[config.mk]
export PLATFORM = sky130hd
export DESIGN_NAME = serial_adder_flat
export DESIGN_NICKNAME = d
export VERILOG_FILES = /design/src/rtl/serial_adder_pkg.sv /design/src/rtl/serial_adder_if.sv /design/src/rtl/digit_adder.sv /design/src/rtl/half_adder.sv /design/src/rtl/serial_adder.sv /design/src/flat_wrapper.sv
export SDC_FILE = /design/constraint.sdc
export NUM_CORES = 1
export LEC_CHECK = 0
export ABC_AREA = 0
export BUFFER_PORTS_ARGS = -buffer_cell sky130_fd_sc_hd__buf_2
export CAP_MARGIN = 30
export CORE_MARGIN = 2
export CORE_UTILIZATION = 40
export CTS_CLUSTER_DIAMETER = 50
export DETAILED_ROUTE_END_ITERATION = 10
export PLACE_DENSITY = 0.66
export SLEW_MARGIN = 20
export SYNTH_ARGS = -nofsm -noshare
export SYNTH_HDL_FRONTEND = slang
export SYNTH_SLANG_ARGS = --single-unit
export TNS_END_PERCENT = 30
[constraint.sdc]
create_clock -name clk -period 1.4 [get_ports clk]
set_input_delay 0.14 -clock clk [delete_from_list [all_inputs] [get_ports clk]]
set_output_delay 0.14 -clock clk [all_outputs]
set_load 0.03 [all_outputs]
[src/rtl/serial_adder_pkg.sv]
// Shared state encoding and sizing helpers for the digit-serial adder.
// Imported by the top and the testbench-facing interface users.
package serial_adder_pkg;

  localparam logic [1:0] S_IDLE = 2'd0;
  localparam logic [1:0] S_RUN  = 2'd1;
  localparam logic [1:0] S_DONE = 2'd2;

  function automatic int ndig(input int width, input int digit);
    return width / digit;
  endfunction

  // Counter must be able to hold NDIG itself, hence n+1.
  function automatic int cnt_width(input int n);
    return $clog2(n + 1);
  endfunction

endpackage

[src/rtl/serial_adder_if.sv]
// Start/busy/done handshake and operand/result bus of the serial adder.
// master drives operands and start; slave returns status and result.
interface serial_adder_if #(
  parameter int WIDTH = 8
);
  logic             start;
  logic [WIDTH-1:0] a;
  logic [WIDTH-1:0] b;
  logic             cin;
  logic             busy;
  logic             done;
  logic [WIDTH-1:0] sum;
  logic             cout;
  logic             overflow;

  modport master (
    output start, a, b, cin,
    input  busy, done, sum, cout, overflow
  );

  modport slave (
    input  start, a, b, cin,
    output busy, done, sum, cout, overflow
  );
endinterface

[src/rtl/digit_adder.sv]
// Combinational DIGIT-bit ripple adder; each full adder is two half adders
// with their carries ORed. {co, s} forms the (DIGIT+1)-bit digit result.
module digit_adder #(
  parameter int DIGIT = 1
) (
  input  logic [DIGIT-1:0] x,
  input  logic [DIGIT-1:0] y,
  input  logic             ci,
  output logic [DIGIT-1:0] s,
  output logic             co
);
  for (genvar i = 0; i < DIGIT; i++) begin : g_fa
    logic c_in, s1, c1, c2, c_out;

    // Carry chained through per-bit scopes rather than one shared vector.
    if (i == 0) begin : g_first
      assign c_in = ci;
    end else begin : g_next
      assign c_in = g_fa[i-1].c_out;
    end

    half_adder u_ha0 (.a(x[i]), .b(y[i]), .s(s1),   .c(c1));
    half_adder u_ha1 (.a(s1),   .b(c_in), .s(s[i]), .c(c2));
    assign c_out = c1 | c2;
  end

  assign co = g_fa[DIGIT-1].c_out;
endmodule

[src/rtl/half_adder.sv]
// Legacy one-bit half adder cell, reused as the building block of digit_adder.
module half_adder (
  input  logic a,
  input  logic b,
  output logic s,
  output logic c
);
  assign s = a ^ b;
  assign c = a & b;
endmodule

[src/rtl/serial_adder.sv]
// Multi-cycle adder: WIDTH-bit a + b + cin, DIGIT bits per clock, LSB digit
// first. Result, carry-out and signed overflow are held until the next op.
module serial_adder
  import serial_adder_pkg::*;
#(
  parameter int WIDTH = 8,
  parameter int DIGIT = 1
) (
  input  logic           clk,
  input  logic           rst_n,
  serial_adder_if.slave  bus
);
  localparam int NDIG = ndig(WIDTH, DIGIT);
  localparam int CW   = cnt_width(NDIG);

  if (WIDTH < 2 || DIGIT < 1 || (WIDTH % DIGIT) != 0) begin : g_bad_param
    $error("serial_adder: WIDTH must be >=2 and a multiple of DIGIT");
  end

  logic [1:0]       state;
  logic [WIDTH-1:0] a_sh, b_sh, work;
  logic             carry;
  logic [CW-1:0]    cnt;
  logic             a_msb, b_msb;
  logic [WIDTH-1:0] sum_q;
  logic             cout_q, ovf_q;

  logic [DIGIT-1:0]       dsum;
  logic                   dco;
  logic [WIDTH+DIGIT-1:0] cat;
  logic [WIDTH-1:0]       work_nx;
  logic                   load, last;

  digit_adder #(.DIGIT(DIGIT)) u_digit (
    .x  (a_sh[DIGIT-1:0]),
    .y  (b_sh[DIGIT-1:0]),
    .ci (carry),
    .s  (dsum),
    .co (dco)
  );

  // New digit enters at the MSB end; after NDIG shifts the sum is aligned.
  assign cat     = {dsum, work};
  assign work_nx = cat[WIDTH+DIGIT-1:DIGIT];
  assign last    = (cnt == CW'(NDIG - 1));
  assign load    = bus.start && (state == S_IDLE || state == S_DONE);

  always_ff @(posedge clk or negedge rst_n) begin
    if (!rst_n) begin
      state  <= S_IDLE;
      a_sh   <= '0;
      b_sh   <= '0;
      work   <= '0;
      carry  <= 1'b0;
      cnt    <= '0;
      a_msb  <= 1'b0;
      b_msb  <= 1'b0;
      sum_q  <= '0;
      cout_q <= 1'b0;
      ovf_q  <= 1'b0;
    end else if (load) begin
      state <= S_RUN;
      a_sh  <= bus.a;
      b_sh  <= bus.b;
      carry <= bus.cin;
      a_msb <= bus.a[WIDTH-1];
      b_msb <= bus.b[WIDTH-1];
      work  <= '0;
      cnt   <= '0;
    end else begin
      case (state)
        S_RUN: begin
          a_sh  <= a_sh >> DIGIT;
          b_sh  <= b_sh >> DIGIT;
          carry <= dco;
          work  <= work_nx;
          cnt   <= cnt + CW'(1);
          if (last) begin
            state  <= S_DONE;
            sum_q  <= work_nx;
            cout_q <= dco;
            ovf_q  <= (a_msb == b_msb) && (work_nx[WIDTH-1] != a_msb);
          end
        end
        S_DONE:  state <= S_IDLE;
        S_IDLE:  state <= S_IDLE;
        default: state <= S_IDLE;
      endcase
    end
  end

  assign bus.busy     = (state == S_RUN);
  assign bus.done     = (state == S_DONE);
  assign bus.sum      = sum_q;
  assign bus.cout     = cout_q;
  assign bus.overflow = ovf_q;
endmodule
[src/flat_wrapper.sv]
// flat-port wrapper written by rule: the top's interface ports become plain ports
module serial_adder_flat import serial_adder_pkg::*;
#(
  parameter int WIDTH = 8,
  parameter int DIGIT = 1
)
  (clk, rst_n, bus_start, bus_a, bus_b, bus_cin, bus_busy, bus_done, bus_sum, bus_cout, bus_overflow);
  serial_adder_if #(.WIDTH(WIDTH)) bus_i ();
  input  logic clk;
  input  logic rst_n;
  input wire logic [$bits(bus_i.start)-1:0] bus_start;
  input wire logic [$bits(bus_i.a)-1:0] bus_a;
  input wire logic [$bits(bus_i.b)-1:0] bus_b;
  input wire logic [$bits(bus_i.cin)-1:0] bus_cin;
  output wire logic [$bits(bus_i.busy)-1:0] bus_busy;
  output wire logic [$bits(bus_i.done)-1:0] bus_done;
  output wire logic [$bits(bus_i.sum)-1:0] bus_sum;
  output wire logic [$bits(bus_i.cout)-1:0] bus_cout;
  output wire logic [$bits(bus_i.overflow)-1:0] bus_overflow;
  assign bus_i.start = bus_start;
  assign bus_i.a = bus_a;
  assign bus_i.b = bus_b;
  assign bus_i.cin = bus_cin;
  assign bus_busy = bus_i.busy;
  assign bus_done = bus_i.done;
  assign bus_sum = bus_i.sum;
  assign bus_cout = bus_i.cout;
  assign bus_overflow = bus_i.overflow;
  serial_adder #(.WIDTH(WIDTH), .DIGIT(DIGIT)) u_core (.clk(clk), .rst_n(rst_n), .bus(bus_i));
endmodule
==> results.toml <==
[sta]
relSlewSlack_pct = 82.7
rsz0062_at_grt = "yes"
fin_skew_ps = 3.89
finalWorstSetupSlack_ps = -47.9
whs_ps = 56.8
setup_viol = 1
final-max-slew-violation-count = 0
finalCritPeriodShare_pct = 103
period_minus_slack_ps = 1450
tightest_slew_ps = 258
fmax_ghz = 0.691
hold_viol = 0

[synth]
yosys.area_share.simple_pct = 13.9
muxShareOfSynthArea_pct = 9.20
syn-mean-instance-area_um2 = 11.5
synth_edf_count = 0
synthFlopType = "dfrtp_1"
synth_fp_nets = 181
synth_fa_ha_area_share_pct = 1.78
yosysWarningCount = 0
synth_top_family_by_area = "simple AND/OR/NAND/NOR gates"
ys_seq_elements = 42
synth_xor_area_share_pct = 0.480
netlist_area_um2 = 1820
async_reset_ff_share_pct = 100
ys_types = 29
synth_compound_area_share_pct = 11.0
yosysSeqAreaShare_pct = 57.7
synth_cells = 159

[run_status]
status = "complete, but fails checks"
violations = "negative setup slack"

[routing]
viasPerCell = 5.06
drt_iter0_markers = 59
dr.pass1.iters = 4
drc = 0
drt-total-wl_um = 3540
postRouteAntennaNets = 0
avgRoutedWirePerCell_um = 13.8
num_vias = 1301

[clocking]
cts_tree = "yes"
clock-sinks = 42
cts_buffer_depth = 2
worstSkewPairLatency_ps = 290
clock_tree.root_cell = "clkbuf_8"
clk_pin_slew_ps = 80
htree_levels = 2
cts_buffers = 5

[worst_setup_path]
critPathKind = "reg2reg"
crit_chain = "inv_2, fa_1, or3_1, nand2_1, mux2_4"
rr_worst_depth = 5
end_kind = "flip-flop"
arrival_ps = 1630
crit_slowest_cell = "fa_1"
ff2ff_setup_slack_ps = -50
required_ps = 1580
r2r-start = "u_core.b_sh[0]$_DFFE_PN0P_"
critPathMaxStageDelay_ps = 560
cp-start-kind = "flip-flop"
crit_fanout = 3
r2r-end = "u_core.bus.overflow$_DFFE_PN0P_"

[global_routing]
grt_max_degree = 43
grt_pass1_wl_um = 5960
grt.total_usage_pct = 15.1
grt_pass1_vias = 1274
grt_antenna_before_repair = 0
overflow = 0

[placed_design]
io_buffers = 31
placed_area_um2 = 2110
gp_congestion = 0.767
dp_hpwl_um = 2310

[worst_hold_path]
worstHoldStart = "bus_b[7]"
hold_class = "in2reg"
holdPathEnd = "u_core.b_msb$_DFFE_PN0P_"
hold_depth = 3

[floorplan]
dieHeight_um = 71.5
start_util_pct = 41.6
dieArea_um2 = 5110
core-area_um2 = 4380
fp.dieW_um = 71.5
fp-row-count = 24
num_io_pins = 32

[finish]
fin_area_um2 = 2290
layout_commonest_cell = "dfrtp_1"
drive_above_1_share_pct = 34.1
most-common-layout-cells = "dfrtp_1 (42), nand2_1 (32), buf_2 (30)"
num_antenna_cells = 0
final_nets = 226
area_growth_pct = 25.4

[power]
ir_drop_mv = 1.20
p_leak_uw = 0.00113
powerDensity_nw_per_um2 = 2470

[run]
cap_violations = 0
==> metrics by stage <==
stage | power [uW] | instances | setup WS, ps | util [%] | TNS [ps]
6_report | 5660 | 257 | -47.9 | 52.1 | -47.9
3_5_place_dp | 4570 | 246 | -61.4 | 48.1 | -61.4
2_1_floorplan | 3870 | 159 | -35.4 | - | -144
4_1_cts | 5570 | 256 | -57.5 | 51.3 | -57.5
5_1_grt | 6090 | 257 | -145 | 52.1 | -297
3_3_place_gp | 4500 | 246 | -35.0 | 48.1 | -35.0
==> power breakdown <==
part           total [uW]  internal, uW  switching, uW
clock                 925           534            392
combinational        2620          1290           1330
sequential           2110          1770            340
total                5660          3600           2060
==> per-layer routing <==
layer	vias up	wire, um	GRT usage (%)
li1	636	-	-
met3	2	220	4.50
met4	0	12	4.40
met1	615	1670	21.6
met2	48	1630	22.4
met5	-	0	0
==> cell families after synthesis <==
family          count (synthesis)
flops                          42
xor+xnor                        1
fa+ha+maj                       2
compound gates                 26
mux                            13
simple gates                   58
buf+inv                        17
==> timing repair <==
item,4_1_cts,5_1_grt
endpoints found under the setup margin,10,10
endpoints found under the hold margin,42,0
gates resized for setup,4,6
buffers inserted,1,0
gates cloned,0,1
hold buffers,1,0
pin swaps,1,1
==> cell type report <==
cell class | instances | area, um2
clock inverter | 1 | 30.0
multi-input combinational | 100 | 678
tap | 52 | 65.1
timing repair buffer | 49 | 358
inverter | 6 | 27.5
clock buffer | 7 | 76.3
fill | 395 | 2100
sequential | 42 | 1050
==> cell usage after synthesis (3+ instances only) <==
library cell	instances	area, um2
a22o_1	9	78.8
nand3_1	3	15.0
mux2i_1	4	40.0
mux2_4	7	105
buf_2	4	20.0
nand2_1	33	124
inv_1	5	18.8
dfrtp_1	42	1050
buf_6	4	45.0
a221o_1	3	30.0
a31oi_1	10	62.6
nor2_1	13	48.8
==> worst max path at each step <==
stage | slack (ps) | start | endpoint | cells after the start
floorplan | -40 | u_core.b_sh[0]$_DFFE_PN0P_ | u_core.bus.overflow$_DFFE_PN0P_ | 5
global route | -150 | u_core.carry$_DFFE_PN0P_ | u_core.bus.overflow$_DFFE_PN0P_ | 5
finish | -50 | u_core.b_sh[0]$_DFFE_PN0P_ | u_core.bus.overflow$_DFFE_PN0P_ | 5
detailed placement | -60 | u_core.carry$_DFFE_PN0P_ | u_core.bus.overflow$_DFFE_PN0P_ | 5
global placement | -30 | u_core.b_sh[0]$_DFFE_PN0P_ | u_core.bus.overflow$_DFFE_PN0P_ | 5
CTS | -60 | u_core.b_sh[0]$_DFFE_PN0P_ | u_core.bus.overflow$_DFFE_PN0P_ | 5
==> worst max-delay path, delay by kind of cell (launching register included) <==
kind | cells | cell delay, ps
flops | 1 | 350
buf+inv | 1 | 50
simple gates | 2 | 150
mux | 1 | 240
fa+ha+maj | 1 | 560
==> flip-flops by register name, indices dropped and copies added, names as in the netlist <==
name,flops
u_core.a_msb,1
u_core.a_sh,8
u_core.b_msb,1
u_core.b_sh,8
u_core.bus.cout,1
u_core.bus.overflow,1
u_core.bus.sum,8
u_core.carry,1
u_core.cnt,4
u_core.state,2
u_core.work,7
No activity file was read; power rests on OpenSTA's default activity.
